`src/rtl/pf_ddr3_dly_ctrl_pkg.sv`:
```
// Shared encodings for the DDR3 address/bank IOD delay-line sequencer.
// Optional feature macro: PF_DDR3_DLY_CTRL_TAP_READBACK_EN (used by the top).
package pf_ddr3_dly_ctrl_pkg;

   typedef enum logic [1:0] {
      OP_INC  = 2'b00,
      OP_DEC  = 2'b01,
      OP_LOAD = 2'b10,
      OP_ILL  = 2'b11
   } op_e;

   typedef enum logic [1:0] {
      ST_OK  = 2'b00,
      ST_OOR = 2'b01,
      ST_BAD = 2'b10
   } status_e;

   typedef enum logic [2:0] {
      S_IDLE   = 3'd0,
      S_CHECK  = 3'd1,
      S_PULSE  = 3'd2,
      S_LOAD_P = 3'd3,
      S_GAP    = 3'd4,
      S_RSP    = 3'd5
   } state_e;

endpackage

```
`src/rtl/pf_ddr3_dly_tap_tracker.sv`:
```
// Per-lane saturating tap-position estimate, following the MOVE/LOAD strobes
// issued to the IOD delay lines. Only instantiated when
// PF_DDR3_DLY_CTRL_TAP_READBACK_EN is defined.
module pf_ddr3_dly_tap_tracker #(
   parameter int NUM_LANES = 3,
   parameter int TAP_W     = 8,
   parameter int TAP_RESET = 1
) (
   input  logic                       clk,
   input  logic                       rst,
   input  logic [NUM_LANES-1:0]       move,
   input  logic [NUM_LANES-1:0]       direction,
   input  logic [NUM_LANES-1:0]       load,
   output logic [NUM_LANES*TAP_W-1:0] tap_pos
);

   logic [TAP_W-1:0] tap [NUM_LANES];

   // One saturating up/down counter per lane; LOAD returns to the static delay value.
   always_ff @(posedge clk) begin
      for (int i = 0; i < NUM_LANES; i++) begin
         if (rst || load[i]) begin
            tap[i] <= TAP_W'(TAP_RESET);
         end else if (move[i]) begin
            if (direction[i] && (tap[i] != {TAP_W{1'b1}})) begin
               tap[i] <= tap[i] + TAP_W'(1);
            end else if (!direction[i] && (tap[i] != '0)) begin
               tap[i] <= tap[i] - TAP_W'(1);
            end
         end
      end
   end

   // Flatten the lane counters onto the packed output bus.
   always_comb begin
      tap_pos = '0;
      for (int i = 0; i < NUM_LANES; i++) begin
         tap_pos[i*TAP_W +: TAP_W] = tap[i];
      end
   end

endmodule

```
`src/rtl/pf_ddr3_addr_dly_ctrl.sv`:
```
// Command-driven sequencer for the DDR3 address/bank IOD dynamic delay lines.
// One command at a time: inc/dec issues spaced MOVE pulses with a range check
// after each settle gap, load issues a single LOAD pulse; one response each.
// Optional feature macro: PF_DDR3_DLY_CTRL_TAP_READBACK_EN enables TAP_POS.
//
// state    | meaning
// IDLE     | CMD_READY high, waiting for a command
// CHECK    | decode latched command; DIRECTION already loaded at accept, so
//          | this cycle also serves as the direction settle cycle
// PULSE    | MOVE high on the selected lane for one cycle
// LOAD_P   | LOAD high on the selected lane for one cycle
// GAP      | settle GAP_CYCLES cycles, decide on the last one
// RSP      | RSP_VALID high for one cycle
module pf_ddr3_addr_dly_ctrl
   import pf_ddr3_dly_ctrl_pkg::*;
#(
   parameter int NUM_LANES  = 3,
   parameter int LANE_W     = 2,
   parameter int STEP_W     = 8,
   parameter int GAP_CYCLES = 4,
   parameter int TAP_W      = 8,
   parameter int TAP_RESET  = 1
) (
   input  logic                       FAB_CLK,
   input  logic                       SYNC_RST,
   input  logic                       CMD_VALID,
   output logic                       CMD_READY,
   input  logic [1:0]                 CMD_OP,
   input  logic [LANE_W-1:0]          CMD_LANE,
   input  logic [STEP_W-1:0]          CMD_STEPS,
   output logic                       RSP_VALID,
   output logic [1:0]                 RSP_STATUS,
   output logic [STEP_W-1:0]          RSP_STEPS_DONE,
   output logic                       BUSY,
   output logic [NUM_LANES-1:0]       DELAY_LINE_MOVE,
   output logic [NUM_LANES-1:0]       DELAY_LINE_DIRECTION,
   output logic [NUM_LANES-1:0]       DELAY_LINE_LOAD,
   input  logic [NUM_LANES-1:0]       DELAY_LINE_OUT_OF_RANGE,
   output logic [NUM_LANES*TAP_W-1:0] TAP_POS
);

   localparam int GAP_W = $clog2(GAP_CYCLES);

   state_e              state;
   op_e                 op_q;
   logic [LANE_W-1:0]   lane_q;
   logic [STEP_W-1:0]   steps_rem;
   logic [STEP_W-1:0]   steps_done;
   logic [GAP_W-1:0]    gap_cnt;
   logic                ready_r;
   logic                busy_r;
   logic                rsp_valid_r;
   status_e             rsp_status_r;
   logic [STEP_W-1:0]   rsp_steps_r;
   logic [NUM_LANES-1:0] move_r;
   logic [NUM_LANES-1:0] load_r;
   logic [NUM_LANES-1:0] dir_r;
   logic [NUM_LANES-1:0] oor_q;
   logic [NUM_LANES-1:0] lane_oh;
   logic [NUM_LANES-1:0] cmd_oh;
   logic                 oor_hit;

   // One-hot decode of the latched and incoming lane; out-of-range lanes decode to zero.
   always_comb begin
      lane_oh = '0;
      cmd_oh  = '0;
      for (int i = 0; i < NUM_LANES; i++) begin
         lane_oh[i] = (lane_q == LANE_W'(i));
         cmd_oh[i]  = (CMD_LANE == LANE_W'(i));
      end
   end

   // Range flags come from the IOD clock tree; register once before use.
   always_ff @(posedge FAB_CLK) begin
      if (SYNC_RST) oor_q <= '0;
      else          oor_q <= DELAY_LINE_OUT_OF_RANGE;
   end

   assign oor_hit = |(oor_q & lane_oh);

   // Command sequencer with registered strobes and response fields.
   always_ff @(posedge FAB_CLK) begin
      if (SYNC_RST) begin
         state        <= S_IDLE;
         op_q         <= OP_INC;
         lane_q       <= '0;
         steps_rem    <= '0;
         steps_done   <= '0;
         gap_cnt      <= '0;
         ready_r      <= 1'b1;
         busy_r       <= 1'b0;
         rsp_valid_r  <= 1'b0;
         rsp_status_r <= ST_OK;
         rsp_steps_r  <= '0;
         move_r       <= '0;
         load_r       <= '0;
         dir_r        <= '0;
      end else begin
         move_r      <= '0;
         load_r      <= '0;
         rsp_valid_r <= 1'b0;
         case (state)
            S_IDLE: begin
               if (CMD_VALID) begin
                  op_q       <= op_e'(CMD_OP);
                  lane_q     <= CMD_LANE;
                  steps_rem  <= CMD_STEPS;
                  steps_done <= '0;
                  dir_r      <= (op_e'(CMD_OP) == OP_INC) ? cmd_oh : '0;
                  ready_r    <= 1'b0;
                  busy_r     <= 1'b1;
                  state      <= S_CHECK;
               end
            end
            S_CHECK: begin
               if ((op_q == OP_ILL) || (lane_oh == '0)) begin
                  rsp_valid_r  <= 1'b1;
                  rsp_status_r <= ST_BAD;
                  rsp_steps_r  <= '0;
                  state        <= S_RSP;
               end else if (op_q == OP_LOAD) begin
                  load_r <= lane_oh;
                  state  <= S_LOAD_P;
               end else if (steps_rem == '0) begin
                  rsp_valid_r  <= 1'b1;
                  rsp_status_r <= ST_OK;
                  rsp_steps_r  <= '0;
                  state        <= S_RSP;
               end else begin
                  move_r     <= lane_oh;
                  steps_rem  <= steps_rem - STEP_W'(1);
                  steps_done <= steps_done + STEP_W'(1);
                  state      <= S_PULSE;
               end
            end
            S_PULSE, S_LOAD_P: begin
               gap_cnt <= GAP_W'(GAP_CYCLES - 1);
               state   <= S_GAP;
            end
            S_GAP: begin
               if (gap_cnt != '0) begin
                  gap_cnt <= gap_cnt - GAP_W'(1);
               end else if (op_q == OP_LOAD) begin
                  rsp_valid_r  <= 1'b1;
                  rsp_status_r <= ST_OK;
                  rsp_steps_r  <= '0;
                  state        <= S_RSP;
               end else if (oor_hit) begin
                  rsp_valid_r  <= 1'b1;
                  rsp_status_r <= ST_OOR;
                  rsp_steps_r  <= steps_done;
                  state        <= S_RSP;
               end else if (steps_rem != '0) begin
                  move_r     <= lane_oh;
                  steps_rem  <= steps_rem - STEP_W'(1);
                  steps_done <= steps_done + STEP_W'(1);
                  state      <= S_PULSE;
               end else begin
                  rsp_valid_r  <= 1'b1;
                  rsp_status_r <= ST_OK;
                  rsp_steps_r  <= steps_done;
                  state        <= S_RSP;
               end
            end
            S_RSP: begin
               ready_r <= 1'b1;
               busy_r  <= 1'b0;
               state   <= S_IDLE;
            end
            default: begin
               ready_r <= 1'b1;
               busy_r  <= 1'b0;
               state   <= S_IDLE;
            end
         endcase
      end
   end

   assign CMD_READY            = ready_r;
   assign BUSY                 = busy_r;
   assign RSP_VALID            = rsp_valid_r;
   assign RSP_STATUS           = rsp_status_r;
   assign RSP_STEPS_DONE       = rsp_steps_r;
   assign DELAY_LINE_MOVE      = move_r;
   assign DELAY_LINE_LOAD      = load_r;
   assign DELAY_LINE_DIRECTION = dir_r;

   // A TAP_RESET wider than TAP_W would be silently truncated by the tracker.
   if (TAP_RESET >= (1 << TAP_W)) begin : g_tap_reset_truncated
   end

`ifdef PF_DDR3_DLY_CTRL_TAP_READBACK_EN
   pf_ddr3_dly_tap_tracker #(
      .NUM_LANES (NUM_LANES),
      .TAP_W     (TAP_W),
      .TAP_RESET (TAP_RESET)
   ) u_tap_tracker (
      .clk       (FAB_CLK),
      .rst       (SYNC_RST),
      .move      (move_r),
      .direction (dir_r),
      .load      (load_r),
      .tap_pos   (TAP_POS)
   );
`else
   assign TAP_POS = '0;
`endif

endmodule

```
`config.mk`:
```
export PLATFORM = sky130hd
export DESIGN_NAME = pf_ddr3_addr_dly_ctrl
export DESIGN_NICKNAME = d
export VERILOG_FILES = /design/src/rtl/pf_ddr3_dly_ctrl_pkg.sv /design/src/rtl/pf_ddr3_dly_tap_tracker.sv /design/src/rtl/pf_ddr3_addr_dly_ctrl.sv
export SDC_FILE = /design/constraint.sdc
export NUM_CORES = 1
export LEC_CHECK = 0
export BUFFER_PORTS_ARGS = -buffer_cell sky130_fd_sc_hd__clkbuf_2
export CAP_MARGIN = 20
export CORE_MARGIN = 8
export CORE_UTILIZATION = 48
export CTS_CLUSTER_SIZE = 8
export DETAILED_ROUTE_END_ITERATION = 7
export GPL_TIMING_DRIVEN = 0
export HOLD_SLACK_MARGIN = 0.05
export PLACE_DENSITY = 0.81
export SETUP_SLACK_MARGIN = 0.5
export SLEW_MARGIN = 20
export SYNTH_ARGS = -nofsm -noshare
export SYNTH_HDL_FRONTEND = slang
export SYNTH_SLANG_ARGS = --single-unit
```
`constraint.sdc`:
```
create_clock -name FAB_CLK -period 1.95 [get_ports FAB_CLK]
set_input_delay 0.2925 -clock FAB_CLK [delete_from_list [all_inputs] [get_ports FAB_CLK]]
set_output_delay 0.2925 -clock FAB_CLK [all_outputs]
set_load 0.005 [all_outputs]
```
==> flow_metrics.tcl, run 1 <==
set metrics [dict create \
    syn_avg_cell_area_um2 8.557 \
    cts-root-buf "clkbuf_8" \
    grt_pass1_vias 2452 \
    overflow 0 \
    numCtsBuffers 5 \
    ys.flop_type "dfxtp_1" \
    relSlewSlack_pct 49.33 \
    grt_pass1_wl_um 11560 \
    p_switching_w 0.002352 \
    insertion_delay_ns 0.32 \
    worst_hold_slack_ns 0.1784 \
    powerDensity_nw_per_um2 1462 \
    worst_setup_path_start_kind "flop" \
    diodes 0 \
    clock_power_share_pct 12.1 \
    seq_area_frac_synth_pct 38.35 \
    nFillCells 377 \
    min_period_ns 2.019 \
    min_path_type "input pin to flop" \
    violations "negative setup slack" \
    cp.required_ns 2.15 \
    fmax_mhz 495.2 \
    setup_ws_ns -0.06924 \
    regArea_um2 1011 \
    htree_levels 2 \
    synth_area_um2 2610 \
    gp_congestion 0.8906 \
    clockBufferDepth 2 \
    stdcell_area_um2 3682 \
    fin_crit_sh_pct 103.6 \
    synth_edf_count 0 \
    fp-row-count 27 \
    power_frac_seq_pct 26.3 \
    clkTransAtPathRegs_ns 0.09 \
    power.share.switching_pct 43.69 \
    fin_skew_ns 0.005862 \
    cts_hold_buf 0 \
    ant_nets 0 \
    synthArstFlopShare_pct 0 \
    synth_cell_type_count 57 \
    dp_cells 439 \
    totalNegativeSetupSlack_ns -0.3873 \
    end_kind "flop" \
    cts_tree "yes" \
    p_comb_share_pct 61.6 \
    drc_errors 0 \
    globalRouteTotalUtil_pct 17.04 \
    drt_wl_total_um 7754 \
    timing_hold_violations_final 0 \
    firstDrtPassIters 5 \
    rsz0062_at_grt "true" \
    p_int_w 0.003031 \
    die-width_um 89.74 \
    port_buffers 39 \
    postSynthCellCount 305 \
    drv_slew 0 \
    io_pins 64 \
    wl_per_cell_um 16.39 \
    multiInputGateArea_um2 1670 \
    leakage_nw 1.608 \
    drive_gt1_share_pct 42.64 \
    die_area_um2 8053 \
    worst_slew_pin_slew_ns 0.7601 \
    die_h_um 89.74 \
    ir_drop_v 0.0005598 \
    clock_sinks 50 \
    grt_max_degree 16 \
    hpwl_um 4612 \
    placed_area_um2 3042 \
    maxCapViolCount 0 \
    worstPathMaxFanout 7 \
    worstSetupPathType "flop to flop" \
    nets 422 \
    status "complete, but fails checks" \
    start_util_pct 48.59 \
    vias 2569 \
    viasPerCell 5.431 \
    drtIter0Drc 212 \
    finalSetupViolCount 7 \
    grt_antenna_before_repair 0 \
    synth-seq-cells 50 \
    area_growth_pct 41.08 \
    coreArea_um2 5371 \
    arrival_ns 2.21 \
    yosysWarnings 0 \
    fin_cells 473 \
]
-- repair_timing --
item,in CTS,in global routing
buffers inserted,17,7
setup endpoints to repair,42,40
gates resized for setup,39,43
cloned,1,1
pin swaps,12,13
-- power groups by stage --
stage / combinational, W / sequential (W) / clock (W)
after global placement: 0.00202 / 0.00136 / 0
final: 0.00332 / 0.00141 / 0.000651
after global routing: 0.00354 / 0.00143 / 0.000704
after detailed placement: 0.00205 / 0.00137 / 0
after CTS: 0.00264 / 0.00137 / 0.000654
after floorplan: 0.00164 / 0.00133 / 0
-- stage by stage --
stage | total power [W] | util [%] | setup WS, ns
6_report | 0.005383 | 68.55 | -0.06924
5_1_grt | 0.005674 | 68.55 | -0.1397
4_1_cts | 0.004665 | 63.48 | 0.03088
3_5_place_dp | 0.003421 | 56.63 | -0.1262
3_3_place_gp | 0.003380 | 56.63 | -0.1065
2_1_floorplan | 0.002972 | - | 0.08730
-- worst max-delay path: stages (launching register included) --
cell	delay [ns]
dfxtp_2	0.35
inv_2	0.06
ha_4	0.15
nor3b_4	0.16
a21oi_2	0.22
a21oi_2	0.12
buf_6	0.16
buf_4	0.13
buf_4	0.13
o311ai_1	0.30
o31ai_1	0.12
-- cells by family after synthesis --
| family | share of synthesized area (%) |
|---|---|
| compound gates | 19.27 |
| xor+xnor | 0.3356 |
| fa+ha+maj | 1.918 |
| buf+inv | 12.99 |
| flops | 38.35 |
| mux | 5.800 |
| other cells | 0.1437 |
| simple gates | 21.19 |
-- cell usage after synthesis (6+ instances only) --
master,number,area share (%)
dfxtp_1,50,38
nor2_1,31,4.5
buf_4,26,7.5
nand2_1,25,3.6
a21oi_1,16,3.1
mux2i_1,14,5.4
nor3_1,11,2.1
clkbuf_1,9,1.3
inv_1,9,1.3
o311ai_0,9,3.0
o31ai_1,8,2.3
buf_2,7,1.3
nand3_1,6,1.2
nor4_1,6,1.4
-- flip-flops by register name (all words and copies together) (netlist names) --
register / flops
DELAY_LINE_MOVE: 3
DELAY_LINE_DIRECTION: 3
steps_done: 8
op_q: 2
RSP_STATUS: 2
CMD_READY: 1
RSP_VALID: 1
BUSY: 1
RSP_STEPS_DONE: 8
state: 3
oor_q: 3
lane_q: 2
gap_cnt: 2
DELAY_LINE_LOAD: 3
steps_rem: 8
-- layer usage --
metal / vias up / track usage [%] / wire length, um
li1: 1230 / - / -
met1: 1181 / 19.01 / 3060
met2: 137 / 28.47 / 3829
met3: 21 / 4.904 / 674
met4: 0 / 9.450 / 190
met5: - / 0 / 0
-- final timing paths --
path / end / startpoint / slack (ns) / depth (start not counted)
max: steps_rem[2] / steps_rem[1] / -0.07 / 10
max reg2reg: steps_rem[2] / steps_rem[1] / -0.07 / 10
min: oor_q[2] / DELAY_LINE_OUT_OF_RANGE[2] / 0.18 / 2
min reg2reg: RSP_STEPS_DONE[7] / steps_done[7] / 0.46 / 2
-- cell type report --
class                           instances  share of cell area [%]
Inverter                               10                   1.019
Multi-Input combinational cell        222                   45.36
Clock inverter                          2                  0.3398
Clock buffer                            6                   2.243
Sequential cell                        50                   27.46
Buffer                                 46                   9.548
Tap cell                               72                   2.446
Timing Repair Buffer                   65                   11.59
-- placed cells by master, fill, tap and decap left out, types with 6 or more instances in the layout --
| cell | netlist | final |
|---|---|---|
| mux2i_1 | 14 | 13 |
| buf_4 | 26 | 46 |
| nor2_1 | 31 | 29 |
| o31ai_2 | 0 | 6 |
| nor3_1 | 11 | 9 |
| clkbuf_2 | 0 | 39 |
| clkbuf_8 | 0 | 6 |
| dfxtp_1 | 50 | 42 |
| nand2_1 | 25 | 25 |
| conb_1 | 1 | 24 |
| dfxtp_2 | 0 | 8 |
| buf_6 | 3 | 13 |
| a21oi_1 | 16 | 12 |
| inv_1 | 9 | 7 |
| clkbuf_1 | 9 | 7 |
No activity file was read; power rests on OpenSTA's default activity.
==> run 2, diff against run 1 <==
GPL_TIMING_DRIVEN = not set   (was 0)
SLEW_MARGIN = 0   (was 20)
==> run 2 against run 1 <==
Net effect: the run now ends clean; combinational power decreased by 15%; sequential share of layout area increased by 3.5 points; critical path type unchanged; clock skew shrank 0.0013 ns; highest routed layer unchanged; critical endpoint is now steps_rem[4]; largest power group unchanged; flip-flop and latch count did not move.
==> flow_metrics.tcl, run 2 (synthesized netlist as in run 1, its figures left out) <==
set metrics [dict create \
    drive_gt1_share_pct 35.64 \
    worstPathMaxFanout 8 \
    placed_area_um2 2892 \
    final_common_cell "dfxtp_1" \
    crit_path_max_incr_delay_ns 0.34 \
    coreArea_um2 5371 \
    drc_errors 0 \
    use_met1_pct 18.34 \
    top_usage_layer "met2" \
    relSlewSlack_pct 59.88 \
    port_buffers 39 \
    viasPerCell 5.495 \
    htree_levels 2 \
    end_kind "flop" \
    worst_setup_path_start_kind "flop" \
    vias 2385 \
    worst_slew_pin_slew_ns 0.5982 \
    nets 384 \
    post-place-ws_ns -0.05299 \
    min_period_ns 1.866 \
    use_met3_pct 4.406 \
    arrival_ns 2.08 \
    clockBufferDepth 2 \
    grt_max_degree 23 \
    insertion_delay_ns 0.30 \
    fin_skew_ns 0.004578 \
    numCtsBuffers 5 \
    area_growth_pct 25.89 \
    cts_hold_buf 0 \
    grt_antenna_before_repair 0 \
    hpwl_um 4451 \
    drv_slew 0 \
    cts_tree "yes" \
    die_h_um 89.74 \
    die-width_um 89.74 \
    start_util_pct 48.59 \
    firstDrtPassIters 5 \
    rsz0062_at_grt "true" \
    leakage_nw 1.391 \
    drt_wl_total_um 6749 \
    grt_pass1_wl_um 10820 \
    status "finished, final reports clean" \
    grt_util_met2_pct 26.32 \
    min_path_type "input pin to flop" \
    cp.required_ns 2.17 \
    dp_cells 414 \
    ir_drop_v 0.0006506 \
    worstSetupPathType "flop to flop" \
    globalRouteTotalUtil_pct 15.60 \
    clkTransAtPathRegs_ns 0.09 \
    wl_per_cell_um 15.55 \
    die_area_um2 8053 \
    slowest_stage "dfxtp_2" \
    cts-root-buf "clkbuf_8" \
    gp_congestion 0.9021 \
    fmax_mhz 535.8 \
    stdcell_area_um2 3286 \
    ant_nets 0 \
    fin_crit_sh_pct 95.71 \
    path_cells "inv_2 > ha_4 > nor3b_4 > a221oi_2 > o21ai_2 > buf_6 > or2_4 > o31ai_1" \
    powerDensity_nw_per_um2 1474 \
    timing_hold_violations_final 0 \
    fp-row-count 27 \
    drtIter0Drc 216 \
    cp_top_family "compound AO/OA/AOI/OAI gates" \
    overflow 0 \
    layout_common_cells "dfxtp_1 (44), clkbuf_2 (39), nor2_1 (27), nand2_1 (25), buf_4 (25)" \
    grt_pass1_vias 2279 \
    totalNegativeSetupSlack_ns 0 \
    fin_cells 434 \
    maxCapViolCount 0 \
    clock_sinks 50 \
    setup_ws_ns 0.08360 \
    finalSetupViolCount 0 \
    worst-path-buf-inv 2 \
    diodes 0 \
    io_pins 64 \
]
-- run 2: changes by cell type in the layout (fill, tap and decap cells not counted), sizes merged --
| cell | delta |
|---|---|
| buf | -28 |
| clkinv | -1 |
| clkbuf | -10 |
-- run 2: cell type report --
cell class	count	area, um^2
flip-flops and latches	50	1016
clock inverters	1	7.507
multi-input cells	222	1584
fillers	435	2086
repair buffers	73	478.0
inverters	10	37.54
clock buffers	6	72.57
well taps	72	90.09
-- run 2: per-stage QoR --
step | power [W] | util [%] | hold WS, ns
after floorplan | 0.002972 | - | 0.4207
after global placement | 0.003391 | 53.83 | 0.4435
after detailed placement | 0.003453 | 53.83 | 0.4532
after CTS | 0.004482 | 58.86 | 0.2045
after global routing | 0.005122 | 61.17 | 0.2126
final | 0.004843 | 61.17 | 0.2033
-- run 2: timing repair --
item / in CTS / in global routing
buffers inserted: 5 / 6
endpoints found under the setup margin: 35 / 42
pin swaps: 22 / 9
gates resized for setup: 35 / 22
cloned: 2 / 0
-- run 2: final timing paths --
| path | startpoint | end | slack [ns] | cells past startpoint |
|---|---|---|---|---|
| setup / recovery | steps_rem[0] | steps_rem[4] | 0.08 | 8 |
| hold / removal | DELAY_LINE_OUT_OF_RANGE[0] | oor_q[0] | 0.20 | 2 |
| setup reg to reg | steps_rem[0] | steps_rem[4] | 0.08 | 8 |
| hold reg to reg | RSP_STEPS_DONE[7] | RSP_STEPS_DONE[7] | 0.46 | 2 |
-- run 2: layer usage --
layer | part of all wire, % | vias up
li1 | - | 1152
met1 | 42 | 1122
met2 | 50 | 104
met3 | 7.1 | 7
met4 | 1.2 | 0
met5 | 0 | -
-- run 2: where the power goes --
part	switching (W)	leakage [nW]	internal (W)
combinational	0.00149	0.944	0.00132
clock	0.000329	0.0373	0.000247
sequential	0.000250	0.410	0.00121
==> run 3, diff against run 2 <==
ABC_AREA = 1   (was not set)
==> run 3 against run 2 <==
Net effect: worst hold slack lost 0.044 ns; via count rose by 8.9%; sequential power hardly changed; register-to-register slack better by 0.34 ns; power fell by 2.4%; critical endpoint is now RSP_STATUS[0]; largest power group unchanged; final cell count grew 18%; clock skew increased by 0.0023 ns; clock power rose by 6.8%; synthesized area increased by 1.9%; combinational power decreased by 6%.
==> flow_metrics.tcl, run 3 <==
set metrics [dict create \
    status "finished, final reports clean" \
    globalRouteTotalUtil_pct 15.74 \
    ant_nets 0 \
    hpwl_um 4297 \
    grt_antenna_before_repair 0 \
    totalNegativeSetupSlack_ns 0 \
    worstPathMaxFanout 5 \
    overflow 0 \
    drc_errors 0 \
    grt_max_degree 22 \
    min_path_type "input pin to flop" \
    cts_hold_buf 0 \
    cts-root-buf "clkbuf_8" \
    grt_pass1_wl_um 10830 \
    synth-seq-cells 50 \
    dp_cells 476 \
    yosysTopAreaCellShare_pct 37.63 \
    die_area_um2 8180 \
    drt_wl_total_um 6791 \
    htree_levels 2 \
    synthTopCellsByCount "nand2_1 (92), dfxtp_1 (50), nor2_1 (49)" \
    clkTransAtPathRegs_ns 0.09 \
    arrival_ns 1.74 \
    stdcell_area_um2 3356 \
    synth_edf_count 0 \
    fp-row-count 27 \
    seq_area_frac_synth_pct 37.63 \
    synthArstFlopShare_pct 0 \
    worst_setup_path_start_kind "flop" \
    synth_most_common_cell "nand2_1" \
    timing_hold_violations_final 0 \
    finalSetupViolCount 0 \
    cts_tree "yes" \
    worstSetupPathType "flop to flop" \
    nets 460 \
    insertion_delay_ns 0.31 \
    wl_per_cell_um 13.29 \
    leakage_nw 1.511 \
    fin_skew_ns 0.006920 \
    powerDensity_nw_per_um2 1408 \
    clock_sinks 50 \
    synth_area_um2 2660 \
    postSynthCellCount 372 \
    slowest_stage "dfxtp_2" \
    rsz0062_at_grt "true" \
    die_h_um 90.45 \
    viasPerCell 5.084 \
    yosysWarnings 0 \
    layout_common_cells "nand2_1 (83), nor2_1 (46), dfxtp_1 (40), clkbuf_2 (39), conb_1 (24)" \
    worst-path-buf-inv 1 \
    drtIter0Drc 133 \
    clockBufferDepth 2 \
    cp.required_ns 2.16 \
    final_common_cell "nand2_1" \
    maxCapViolCount 0 \
    gp_congestion 0.9106 \
    io_pins 64 \
    yosys.area.top_type "dfxtp_1" \
    min_period_ns 1.530 \
    end_kind "flop" \
    firstDrtPassIters 6 \
    die-width_um 90.45 \
    area_growth_pct 26.15 \
    fmax_mhz 653.4 \
    drive_gt1_share_pct 33.49 \
    coreArea_um2 5439 \
    fin_crit_sh_pct 78.48 \
    path_cells "inv_2 > ha_4 > nand2_4 > nor2_4 > nor2_4 > nand2_2 > nand3_4 > nand2_4 > nand2_1 > nand2_1 > nor2_1" \
    crit_path_max_incr_delay_ns 0.35 \
    numCtsBuffers 5 \
    grt_pass1_vias 2429 \
    vias 2598 \
    synth_cell_type_count 32 \
    start_util_pct 48.91 \
    cp_top_family "simple AND/OR/NAND/NOR gates" \
    ir_drop_v 0.0008001 \
    fin_cells 511 \
    placed_area_um2 2833 \
    ys.flop_type "dfxtp_1" \
    syn_avg_cell_area_um2 7.151 \
    ys_top_cells_by_area "dfxtp_1 (38%), nand2_1 (13%), nor2_1 (6.9%), buf_4 (6.8%), nand3_1 (5.3%)" \
    port_buffers 39 \
    drv_slew 0 \
    diodes 0 \
]
-- run 3: changes by cell type after synthesis, moves of 12 or more --
cell,delta
mux2i_1,-14
nor2_1,+18
inv_1,+23
o21ai_0,+12
nand3_1,+22
nand2_1,+67
-- run 3: cell type report --
type | instances | area (um^2)
fillers | 489 | 2083
multi-input cells | 279 | 1585
flip-flops and latches | 50 | 1021
repair buffers | 65 | 412.9
inverters | 36 | 148.9
well taps | 72 | 90.09
clock buffers | 5 | 68.82
clock inverters | 3 | 21.27
repair inverters | 1 | 7.507
-- run 3: what timing repair did --
item / CTS / global route
buffers inserted: 16 / 7
pin swaps: 14 / 18
setup endpoints to repair: 32 / 31
cloned: 3 / 1
gates resized for setup: 36 / 32
-- run 3: cell families after synthesis --
group / Yosys count / synth area share, %
DFF: 50 / 37.63
and+or+nand+nor: 197 / 34.62
adders and majority gates: 4 / 1.882
xor gates and xnor gates: 3 / 0.9880
AOI/OAI and AO/OA: 48 / 10.82
buffers and inverters: 69 / 13.92
other: 1 / 0.1410
-- run 3: where the power goes --
group | total [W] | internal (W) | leakage, nW | switching [W]
clock network | 0.000614 | 0.000253 | 0.0441 | 0.000361
registers | 0.00146 | 0.00127 | 0.413 | 0.000192
logic | 0.00265 | 0.00108 | 1.05 | 0.00158
total | 0.00473 | 0.00260 | 1.51 | 0.00213
-- run 3: routing by layer --
metal	wire (um)	global-route usage [%]
met2	3532	28.90
met1	2555	16.54
met4	143	5.825
met3	559	4.572
met5	0	0
-- run 3: stage by stage --
stage                     util [%]  hold WS [ns]  total power (W)  worst slack (ns)
after floorplan                  -        0.3995         0.002899            0.5010
after global placement       52.08        0.4541         0.003190            0.2771
after detailed placement     52.08        0.4703         0.003241            0.2264
after CTS                    58.55        0.1521         0.004384            0.4857
after global routing         61.70        0.1588         0.005038            0.3607
final                        61.70        0.1590         0.004725            0.4196
-- run 3: worst register-to-register path: cells and delay by family, from the launching register on --
kind,cells,cell delay (ns)
buffers and inverters,1,0.08
adder cells (fa/ha/maj),1,0.14
AND/OR/NAND/NOR,9,0.86
flip-flops,1,0.35
-- run 3: path summary, 6_finish.rpt --
path                                            startpoint                 endpoint  slack [ns]  depth (start not counted)
worst max-delay path                          steps_rem[1]            RSP_STATUS[0]        0.42                         11
worst min-delay path            DELAY_LINE_OUT_OF_RANGE[2]                 oor_q[2]        0.16                          3
worst max register to register                steps_rem[1]            RSP_STATUS[0]        0.42                         11
worst min register to register     DELAY_LINE_DIRECTION[2]  DELAY_LINE_DIRECTION[2]        0.48                          2
